$ cat src/rtl/vip_pkg.sv
`default_nettype none
// ============================================================================
// Package     : vip_pkg
// Description : Shared definitions for the Avalon-ST Video frame reader:
//               packet-type identifiers, reader state encoding and the
//               RGB565 -> RGB888 expansion helper.
// Revision    : 1.0 - initial release
// ============================================================================
package vip_pkg;

  // Avalon-ST Video packet identifiers carried in the low nibble of the
  // header beat.
  localparam logic [3:0] VIP_PKT_VIDEO = 4'h0;
  localparam logic [3:0] VIP_PKT_CTRL  = 4'hF;

  typedef enum logic [3:0] {
    ST_IDLE = 4'd0,
    ST_LOAD = 4'd1,
    ST_CHDR = 4'd2,
    ST_CTL0 = 4'd3,
    ST_CTL1 = 4'd4,
    ST_CTL2 = 4'd5,
    ST_VHDR = 4'd6,
    ST_PIX  = 4'd7,
    ST_DONE = 4'd8
  } fsr_state_t;

  // Replicate the MSBs into the new LSBs so full-scale stays full-scale.
  function automatic logic [23:0] rgb565_to_888(input logic [15:0] w);
    return {w[15:11], w[15:13], w[10:5], w[10:9], w[4:0], w[4:2]};
  endfunction

endpackage
`default_nettype wire

$ cat src/rtl/st_skid_buf.sv
`default_nettype none
// ============================================================================
// Module      : st_skid_buf
// Description : Two-entry valid/ready buffer. Output side is fully
//               registered; the producer is expected to respect the
//               occupancy output (a push into a full, non-draining buffer
//               is dropped).
// Ports       : clk, reset_n      - clock, async active-low reset
//               in_valid/in_data  - write side
//               out_valid/out_data/out_ready - read side (ready latency 0)
//               occupancy         - number of entries held (0..2)
// Revision    : 1.0 - initial release
// ============================================================================
module st_skid_buf #(
  parameter int DW = 25
) (
  input  logic          clk,
  input  logic          reset_n,
  input  logic          in_valid,
  input  logic [DW-1:0] in_data,
  output logic          out_valid,
  output logic [DW-1:0] out_data,
  input  logic          out_ready,
  output logic [1:0]    occupancy
);

  logic [DW-1:0] r_head;
  logic [DW-1:0] r_tail;
  logic [1:0]    r_occ;
  logic          w_push;
  logic          w_pop;

  assign out_valid = (r_occ != 2'd0);
  assign out_data  = r_head;
  assign occupancy = r_occ;
  assign w_pop     = out_valid && out_ready;
  assign w_push    = in_valid && ((r_occ != 2'd2) || w_pop);

  always_ff @(posedge clk or negedge reset_n) begin
    if (!reset_n) begin
      r_head <= '0;
      r_tail <= '0;
      r_occ  <= 2'd0;
    end else begin
      case (r_occ)
        2'd0: begin
          if (w_push) begin
            r_head <= in_data;
            r_occ  <= 2'd1;
          end
        end
        2'd1: begin
          if (w_push && w_pop) begin
            r_head <= in_data;
          end else if (w_push) begin
            r_tail <= in_data;
            r_occ  <= 2'd2;
          end else if (w_pop) begin
            r_occ  <= 2'd0;
          end
        end
        default: begin
          if (w_pop) begin
            r_head <= r_tail;
            if (w_push) r_tail <= in_data;
            else        r_occ  <= 2'd1;
          end
        end
      endcase
    end
  end

endmodule
`default_nettype wire

$ cat src/rtl/frame_stream_reader.sv
`default_nettype none
// ============================================================================
// Module      : frame_stream_reader
// Description : Reads one RGB565 frame from the SDRAM read-FIFO and emits it
//               as an Avalon-ST Video control packet followed by a video
//               packet of RGB888 pixels.
// Ports       : clk, reset_n                 - clock, async active-low reset
//               frame_start                  - one-cycle start pulse
//               rd_req/rd_data/rd_empty      - read-FIFO pop interface
//               rd_load/rd_start_addr/rd_max_addr/rd_len - read-side setup
//               st_data/st_valid/st_sop/st_eop/st_ready - Avalon-ST source
//               busy, frame_done             - status
// Revision    : 1.0 - initial release
// ============================================================================
module frame_stream_reader
  import vip_pkg::*;
#(
  parameter int WIDTH      = 640,
  parameter int HEIGHT     = 480,
  parameter int ASIZE      = 23,
  parameter int FRAME_BASE = 0
) (
  input  logic             clk,
  input  logic             reset_n,
  input  logic             frame_start,
  output logic             rd_req,
  input  logic [15:0]      rd_data,
  input  logic             rd_empty,
  output logic             rd_load,
  output logic [ASIZE-1:0] rd_start_addr,
  output logic [ASIZE-1:0] rd_max_addr,
  output logic [10:0]      rd_len,
  output logic [23:0]      st_data,
  output logic             st_valid,
  output logic             st_sop,
  output logic             st_eop,
  input  logic             st_ready,
  output logic             busy,
  output logic             frame_done
);

  localparam int                c_TOTAL   = WIDTH * HEIGHT;
  localparam int                c_RCW     = $clog2(c_TOTAL + 1);
  localparam logic [c_RCW-1:0]  c_TOTAL_R = c_RCW'(c_TOTAL);
  localparam logic [11:0]       c_XLAST   = 12'(WIDTH - 1);
  localparam logic [11:0]       c_YLAST   = 12'(HEIGHT - 1);
  localparam logic [15:0]       c_W       = 16'(WIDTH);
  localparam logic [15:0]       c_H       = 16'(HEIGHT);

  // Control-packet beats: three 4-bit symbols per beat at [3:0],[11:8],[19:16].
  localparam logic [23:0] c_BEAT_CHDR = {20'h0, VIP_PKT_CTRL};
  localparam logic [23:0] c_BEAT_CTL0 = {4'h0, c_W[7:4],  4'h0, c_W[11:8],  4'h0, c_W[15:12]};
  localparam logic [23:0] c_BEAT_CTL1 = {4'h0, c_H[11:8], 4'h0, c_H[15:12], 4'h0, c_W[3:0]};
  localparam logic [23:0] c_BEAT_CTL2 = {4'h0, 4'h0,      4'h0, c_H[3:0],   4'h0, c_H[7:4]};
  localparam logic [23:0] c_BEAT_VHDR = {20'h0, VIP_PKT_VIDEO};

  fsr_state_t       r_state;
  logic             r_hdr_valid;
  logic             r_hdr_sop;
  logic             r_hdr_eop;
  logic [23:0]      r_hdr_data;
  logic             r_rd_load;
  logic             r_busy;
  logic             r_frame_done;
  logic             r_inflight;
  logic [c_RCW-1:0] r_req_cnt;
  logic [11:0]      r_x;
  logic [11:0]      r_y;

  logic             w_buf_valid;
  logic [24:0]      w_buf_data;
  logic [1:0]       w_occ;
  logic             w_pix_xfer;
  logic             w_hdr_xfer;
  logic             w_rd_req;
  logic [2:0]       w_slots_used;
  logic             w_last_pix;

  assign w_pix_xfer = w_buf_valid && st_ready;
  assign w_hdr_xfer = r_hdr_valid && st_ready;
  assign w_last_pix = (r_x == c_XLAST) && (r_y == c_YLAST);

  // Space accounting counts the beat leaving this cycle as already gone so
  // the pipeline sustains one pixel per clock. A transfer implies occ >= 1,
  // so the subtraction cannot wrap.
  assign w_slots_used = {1'b0, w_occ} + {2'b00, r_inflight} - {2'b00, w_pix_xfer};
  assign w_rd_req     = (r_state == ST_PIX) && !rd_empty &&
                        (w_slots_used < 3'd2) && (r_req_cnt < c_TOTAL_R);

  st_skid_buf #(
    .DW (25)
  ) u_skid (
    .clk       (clk),
    .reset_n   (reset_n),
    .in_valid  (r_inflight),
    .in_data   ({w_last_pix, rgb565_to_888(rd_data)}),
    .out_valid (w_buf_valid),
    .out_data  (w_buf_data),
    .out_ready (st_ready),
    .occupancy (w_occ)
  );

  always_ff @(posedge clk or negedge reset_n) begin
    if (!reset_n) begin
      r_state      <= ST_IDLE;
      r_hdr_valid  <= 1'b0;
      r_hdr_sop    <= 1'b0;
      r_hdr_eop    <= 1'b0;
      r_hdr_data   <= '0;
      r_rd_load    <= 1'b0;
      r_busy       <= 1'b0;
      r_frame_done <= 1'b0;
      r_inflight   <= 1'b0;
      r_req_cnt    <= '0;
      r_x          <= '0;
      r_y          <= '0;
    end else begin
      r_rd_load    <= 1'b0;
      r_frame_done <= 1'b0;
      r_inflight   <= w_rd_req;
      if (w_rd_req) r_req_cnt <= r_req_cnt + 1'b1;

      // Raster position tracks the word entering the buffer.
      if (r_inflight) begin
        if (r_x == c_XLAST) begin
          r_x <= '0;
          r_y <= r_y + 12'd1;
        end else begin
          r_x <= r_x + 12'd1;
        end
      end

      case (r_state)
        ST_IDLE: begin
          if (frame_start) begin
            r_state   <= ST_LOAD;
            r_busy    <= 1'b1;
            r_rd_load <= 1'b1;
          end
        end
        ST_LOAD: begin
          r_state     <= ST_CHDR;
          r_hdr_valid <= 1'b1;
          r_hdr_sop   <= 1'b1;
          r_hdr_eop   <= 1'b0;
          r_hdr_data  <= c_BEAT_CHDR;
          r_req_cnt   <= '0;
          r_x         <= '0;
          r_y         <= '0;
        end
        ST_CHDR: begin
          if (w_hdr_xfer) begin
            r_state    <= ST_CTL0;
            r_hdr_sop  <= 1'b0;
            r_hdr_data <= c_BEAT_CTL0;
          end
        end
        ST_CTL0: begin
          if (w_hdr_xfer) begin
            r_state    <= ST_CTL1;
            r_hdr_data <= c_BEAT_CTL1;
          end
        end
        ST_CTL1: begin
          if (w_hdr_xfer) begin
            r_state    <= ST_CTL2;
            r_hdr_eop  <= 1'b1;
            r_hdr_data <= c_BEAT_CTL2;
          end
        end
        ST_CTL2: begin
          if (w_hdr_xfer) begin
            r_state    <= ST_VHDR;
            r_hdr_sop  <= 1'b1;
            r_hdr_eop  <= 1'b0;
            r_hdr_data <= c_BEAT_VHDR;
          end
        end
        ST_VHDR: begin
          if (w_hdr_xfer) begin
            r_state     <= ST_PIX;
            r_hdr_valid <= 1'b0;
            r_hdr_sop   <= 1'b0;
          end
        end
        ST_PIX: begin
          if (w_pix_xfer && w_buf_data[24]) begin
            r_state      <= ST_DONE;
            r_busy       <= 1'b0;
            r_frame_done <= 1'b1;
          end
        end
        ST_DONE: begin
          r_state <= ST_IDLE;
        end
        default: begin
          r_state <= ST_IDLE;
        end
      endcase
    end
  end

  // Header beats own the bus outside PIX; the pixel buffer only holds data
  // inside PIX, so the two sources never overlap.
  assign st_valid   = r_hdr_valid | w_buf_valid;
  assign st_data    = r_hdr_valid ? r_hdr_data : w_buf_data[23:0];
  assign st_sop     = r_hdr_valid & r_hdr_sop;
  assign st_eop     = r_hdr_valid ? r_hdr_eop : (w_buf_valid & w_buf_data[24]);

  assign rd_req        = w_rd_req;
  assign rd_load       = r_rd_load;
  assign busy          = r_busy;
  assign frame_done    = r_frame_done;
  assign rd_start_addr = ASIZE'(FRAME_BASE);
  assign rd_max_addr   = ASIZE'(FRAME_BASE + c_TOTAL);
  assign rd_len        = 11'd256;

endmodule
`default_nettype wire
$ cat config.mk
export PLATFORM = sky130hd
export DESIGN_NAME = frame_stream_reader
export DESIGN_NICKNAME = d
export VERILOG_FILES = /design/src/rtl/vip_pkg.sv /design/src/rtl/st_skid_buf.sv /design/src/rtl/frame_stream_reader.sv
export SDC_FILE = /design/constraint.sdc
export NUM_CORES = 1
export LEC_CHECK = 0
export CAP_MARGIN = 20
export CORE_AREA = 5 5 116 118
export CTS_CLUSTER_DIAMETER = 60
export DETAILED_ROUTE_END_ITERATION = 10
export DIE_AREA = 0 0 121 123
export GPL_ROUTABILITY_DRIVEN = 0
export PLACE_DENSITY = 0.75
export RECOVER_POWER = 50
export SLEW_MARGIN = 10
export SYNTH_ARGS = -nofsm -noshare
export SYNTH_HDL_FRONTEND = slang
export SYNTH_SLANG_ARGS = --single-unit
$ cat constraint.sdc
create_clock -name clk -period 3.9 [get_ports clk]
set_clock_uncertainty 0.15 [all_clocks]
set_input_delay 0.585 -clock clk [delete_from_list [all_inputs] [get_ports clk]]
set_output_delay 0.585 -clock clk [all_outputs]
set_load 0.01 [all_outputs]
==> out/results.ini, run 1 <==
[worst_hold_path]
min_to=u_skid.r_tail[24]
min_from=u_skid.r_tail[24]
hp-class=register to register
holdPathStages=2

[setup_path]
end_kind=output pin
rr_endpoint=r_x[11]
crit_fanout=2
start_kind=primary input
critPathArrivalTime_ns=3.01
worstSetupPathType=primary input to output pin
worst_ep_required_time_ns=3.16
cp-startpoint=st_ready
timing.rr.start=r_state[0]
rr_worst_depth=4
rrSetupSlack_ns=0.90

[timing]
worst_slew_pin_slew_ns=1.54
slew_viol_final=35
hold_ws_ns=0.348
rsz0062_at_grt=no
setup_viol=0
relSlewSlack_pct=-2.53
fin_crit_ns=3.75
fin_crit_sh_pct=96.1
fin_setup_tns_ns=0
max_freq_ghz=0.267
hold_violations=0

[layout]
utilization_pct=49.8
instances_no_fill=780
most-common-layout-cells=94 x dfrtp_1, 57 x conb_1, 50 x clkdlybuf4s50_1, 47 x nor2_1, 40 x a21oi_1
drive_gt1_share_pct=8.88
nets=628
syn_to_final_growth_pct=13.6
n_antenna_cell=0
final.fill_count=1155
final_common_cell=dfrtp_1

[global_routing]
grt_max_degree=44
grtUsageMet3_pct=3.29
grtUsageMet1_pct=19.8
grt_first_pass_wirelength_mm=18.9
first_global_vias=3940
busiest_layer=met2
grtUsageTotal_pct=15.6
overflow=0
antenna_found_initial=0
use_met2_pct=27.0

[status]
status=complete, but fails checks
violations=max-capacitance violations, max-slew violations

[synth]
synth.avg_cell_area_um2=9.56
yosysSeqAreaShare_pct=43.4
yosys_register_bits=94
synth_edf_count=0
synth_flop_cell=dfrtp_1
synth_area_leader_cell=dfrtp_1
yosys_warnings=0
synth.area.top_cells=dfrtp_1 43%, buf_4 8.3%, mux2_2 3.9%
synth_area_um2=5420
async_reset_ff_share_pct=100
synth_cell_type_count=65
synthCells=567
synth_top_area_share_pct=43.4

[placed_design]
dpl.hpwl_mm=7.79
io_buffers=51
dp_cells=763

[floorplanning]
ios=109
fp.dieW_um=121
coreArea_um2=12400
dieArea_um2=14900
rows=41
die_y_um=123
start_util_pct=43.9

[clocking]
cts_sinks=94
root_buffer=clkbuf_16
numCtsBuffers=9
cts_buffer_depth=2
cts_setup_buffers=0
clk_pin_slew_ns=0.07
clock_latency_ns=0.35
htreeDepth=3
cts_tree=built

[routing]
viasPerCell=5.25
drc=0
drt_iter0_drc=208
wl_per_cell_um=14.7
via_count=4092
first_pass_iters=4
drt_wl_total_mm=11.4
final_antenna_net_count=0

[power]
power_mw=3.84
power_density_nw_per_um2=623
ir_worst_vdd_v=0.000277
leakage_nw=2.66

[run]
maxCapViolations=1

## synth_stat cells, types with 8 or more instances
library cell,instances
a21oi_1,40
buf_4,60
clkbuf_1,29
dfrtp_1,94
mux2_2,19
mux2i_1,20
nand2_1,38
nand3_1,13
nand4_1,12
nor2_1,47
nor2b_1,18
o211ai_1,8
o21ai_0,23
o31ai_1,10
or3_1,13
or4_1,11
xor2_1,8
## repair_timing
action	in CTS	in global routing
endpoints found under the setup margin	0	1
hold buffers	1	0
endpoints found under the hold margin	21	0
gates resized for setup	0	1
## stage by stage
step	instance area [um2]	setup slack, ns
floorplan	5630	0.745
global placement	5830	0.107
detailed placement	5830	0.118
CTS	6170	0.0918
global route	6160	0.00790
finish	6160	0.151
## final cells by class
class / instances / area [um2] / area share (%)
clock buffer: 9 / 225 / 3.66
clock inverter: 7 / 109 / 1.77
inverter: 5 / 18.8 / 0.305
multi-input combinational: 430 / 2650 / 43.1
sequential: 94 / 2350 / 38.2
tap: 172 / 215 / 3.49
timing repair buffer: 63 / 584 / 9.49
## report_power, final
group / switching (mW) / total, mW / internal, mW / leakage (nW)
Sequential: 0.251 / 1.48 / 1.23 / 1.22
Combinational: 0.668 / 1.37 / 0.701 / 1.27
Clock: 0.411 / 0.989 / 0.578 / 0.165
## routing by layer
layer | vias up | wire [um]
met2 | 110 | 5750
met3 | 6 | 608
li1 | 1990 | -
met4 | 0 | 99
met5 | - | 0
met1 | 1986 | 4980
## worst max path at each step
stage,end,cells past startpoint
finish,rd_req,9
global route,rd_req,9
CTS,rd_req,9
detailed placement,rd_req,9
global placement,rd_req,9
floorplan,rd_req,9
## registers in the layout, summed over array words and instances, names as in the netlist, 2 cells and up
| name | cells |
|---|---|
| r_state | 4 |
| u_skid.out_data | 17 |
| r_y | 12 |
| r_req_cnt | 19 |
| u_skid.r_tail | 17 |
| r_x | 12 |
| r_hdr_data | 4 |
| u_skid.occupancy | 2 |
## kinds of logic after synthesis
logic type / count (synthesis) / synth area share (%)
flops: 94 / 43.4
compound gates: 115 / 13.5
other cells: 2 / 0.139
buf+inv: 98 / 11.6
mux: 39 / 7.64
simple gates: 205 / 21.0
fa+ha+maj: 4 / 1.06
xor+xnor: 10 / 1.62
## critical path, stage by stage
cell	delay (ns)
clkdlybuf4s50_1	0.42
and2_1	0.15
nor2b_2	0.15
buf_4	0.14
fa_1	0.49
nand2b_1	0.05
a2111o_1	0.39
clkinv_1	0.09
clkdlybuf4s50_1	0.53
Power figures use the tool's default switching activity.
==> run 2: changes to the inputs <==
--- a/config.mk
+++ b/config.mk
@@ -5,13 +5,16 @@
 export SDC_FILE = /design/constraint.sdc
 export NUM_CORES = 1
 export LEC_CHECK = 0
+export ABC_CLOCK_PERIOD_IN_PS = 4100
 export CAP_MARGIN = 20
-export CORE_AREA = 5 5 116 118
+export CELL_PAD_IN_SITES_DETAIL_PLACEMENT = 2
+export CELL_PAD_IN_SITES_GLOBAL_PLACEMENT = 2
+export CORE_AREA = 5 5 137 139
 export CTS_CLUSTER_DIAMETER = 60
 export DETAILED_ROUTE_END_ITERATION = 10
-export DIE_AREA = 0 0 121 123
+export DIE_AREA = 0 0 142 144
 export GPL_ROUTABILITY_DRIVEN = 0
-export PLACE_DENSITY = 0.75
+export PLACE_DENSITY = 0.84
 export RECOVER_POWER = 50
 export SLEW_MARGIN = 10
 export SYNTH_ARGS = -nofsm -noshare
==> constraint.sdc (replaced) <==
create_clock -name clk -period 4.1 [get_ports clk]
set_clock_uncertainty 0.15 [all_clocks]
set_input_delay 0.615 -clock clk [delete_from_list [all_inputs] [get_ports clk]]
set_output_delay 0.615 -clock clk [all_outputs]
set_load 0.01 [all_outputs]
==> out/results.ini, run 2 (synthesis gave the netlist of run 1 again) <==
[setup_path]
timing.rr.start=r_state[0]
rr_endpoint=r_x[11]
rr_worst_depth=4  ; unchanged
end_kind=output pin
rrSetupSlack_ns=0.97  ; +0.07 ns
worstSetupPathType=primary input to output pin
cp-startpoint=st_ready
crit_fanout=2  ; unchanged
critPathArrivalTime_ns=3.17  ; +0.16 ns
start_kind=primary input
worst_ep_required_time_ns=3.34  ; +0.18 ns

[power]
p_comb_share_pct=37.0  ; +1.3 points
power_density_nw_per_um2=598  ; -4.0%
p_clk_share_pct=24.3  ; -1.5 points
switchingPower_mw=1.39  ; +4.3%
ir_worst_vdd_v=0.000204  ; -26%
power_mw=3.71  ; -3.2%
seq_power_share_pct=38.7  ; +0.2 points
switching_share_pct=37.4  ; +2.7 points
p_int_mw=2.33  ; -7.2%
leakage_nw=2.65  ; -0.49%

[global_routing]
overflow=0  ; unchanged
grtUsageTotal_pct=14.9  ; -0.68 points
first_global_vias=4788  ; +22%
grt_first_pass_wirelength_mm=24.8  ; +32%
antenna_found_initial=0  ; unchanged
grt_max_degree=81  ; +84%

[floorplanning]
dieArea_um2=20400  ; +37%
fp.dieW_um=142  ; +17%
rows=49  ; +20%
coreArea_um2=17500  ; +42%
ios=109  ; unchanged
die_y_um=144  ; +17%
start_util_pct=30.9  ; -13 points

[clocking]
clock_latency_ns=0.35  ; about the same
clk_pin_slew_ns=0.07  ; about the same
numCtsBuffers=9  ; unchanged
cts_sinks=94  ; unchanged
root_buffer=clkbuf_16
cts_buffer_depth=2  ; unchanged
cts_tree=built
htreeDepth=3  ; unchanged
cts_setup_buffers=0  ; unchanged

[layout]
drive_gt1_share_pct=8.72  ; -0.16 points
final_common_cell=dfrtp_1
largest_register_ffs=19  ; unchanged
n_antenna_cell=0  ; unchanged
nets=628  ; unchanged
syn_to_final_growth_pct=14.5
stdcell_area_um2=6210  ; +0.83%
regMostFlops=r_req_cnt
instances_no_fill=837  ; +7.3%
most-common-layout-cells=94 x dfrtp_1, 57 x conb_1, 50 x clkdlybuf4s50_1, 47 x nor2_1, 40 x a21oi_1
final.fill_count=1960  ; +70%

[status]
violations=max-capacitance violations, max-slew violations
status=complete, but fails checks

[timing]
slew_viol_final=134  ; +280%
hold_ws_ns=0.348  ; -0.000135 ns
fin_crit_sh_pct=96.0
max_freq_ghz=0.254
worst_slew_pin_slew_ns=1.64  ; +0.100 ns
relSlewSlack_pct=-9.20  ; -6.7 points
setup_viol=0  ; unchanged
rsz0062_at_grt=no
fin_setup_tns_ns=0  ; unchanged
fin_crit_ns=3.94
hold_violations=0  ; unchanged

[placed_design]
dp_cells=819  ; +7.3%
dpl.hpwl_mm=10.4  ; +34%
io_buffers=51  ; unchanged
placed_area_um2=5890  ; +1.1%

[worst_hold_path]
min_from=u_skid.r_tail[24]
hp-class=register to register
min_to=u_skid.r_tail[24]
holdPathStages=2  ; unchanged

[routing]
wl_met1_mm=6.20  ; +25%
viasPerCell=5.16  ; -1.7%
via_count=4318  ; +5.5%
drc=0  ; unchanged
final_antenna_net_count=0  ; unchanged
met3WireLength_um=380  ; -38%
routed.top_layer=met4
drt_iter0_drc=174  ; -16%
wl_met2_mm=8.53  ; +48%
wl_per_cell_um=18.3  ; +25%
drt_wl_total_mm=15.3  ; +34%
first_pass_iters=4  ; unchanged

[run]
maxCapViolations=3  ; +2

## run 2: cell count changes in the layout (fill, tap and decap cells not counted)
| cell | before | now |
|---|---|---|
| clkinvlp_4 | 0 | 1 |
| inv_8 | 2 | 1 |
| bufinv_16 | 2 | 1 |
| clkinv_8 | 0 | 1 |
| nor2b_1 | 17 | 18 |
| nor2b_2 | 1 | 0 |
## run 2: power groups by stage
stage,logic (mW),clock network [mW],registers [mW]
2_1_floorplan,0.933,0,1.29
3_3_place_gp,1.31,0,1.42
3_5_place_dp,1.38,0,1.45
4_1_cts,1.40,0.929,1.44
5_1_grt,1.50,0.958,1.48
6_report,1.37,0.902,1.44
## run 2: how the worst max path moves through the flow
stage / end / cells after the start / slack, ns
finish: rd_req / 9 / 0.16
global route: rd_req / 9 / 0.05
CTS: rd_req / 9 / 0.14
detailed placement: rd_req / 9 / 0.18
global placement: rd_req / 9 / 0.23
floorplan: rd_req / 9 / 0.89
## run 2: metal layers
layer / global-route usage (%) / vias up
met1: 17.0 / 2248
met3: 2.38 / 17
met2: 28.7 / 76
met4: 4.19 / 0
li1: - / 1977
met5: 0 / -
## run 2: timing repair
item	in CTS	in global routing
hold endpoints to repair	0	11
hold buffers	0	1
resized for setup	0	0
setup endpoints to repair	0	0
## run 2: layout make-up
cell class / instances / area, um2 / share of cell area [%]
Tap cell: 229 / 287 / 4.61
Clock buffer: 9 / 225 / 3.63
Timing Repair Buffer: 63 / 584 / 9.41
Clock inverter: 7 / 91.3 / 1.47
Sequential cell: 94 / 2350 / 37.9
Multi-Input combinational cell: 430 / 2650 / 42.7
Inverter: 5 / 18.8 / 0.302
## run 2: critical path: stages
cell and delay [ns]:
clkdlybuf4s50_1 0.49, and2_1 0.15, nor2b_1 0.18, o21ai_0 0.14
fa_1 0.50, nand2b_1 0.07, a2111o_1 0.39, clkinv_1 0.09
clkdlybuf4s50_1 0.54
## run 2: per-stage QoR
stage	utilization [%]	worst slack, ns
after floorplan	-	0.885
after global placement	33.6	0.231
after detailed placement	33.6	0.176
after CTS	35.4	0.142
after global routing	35.4	0.0538
final	35.4	0.164
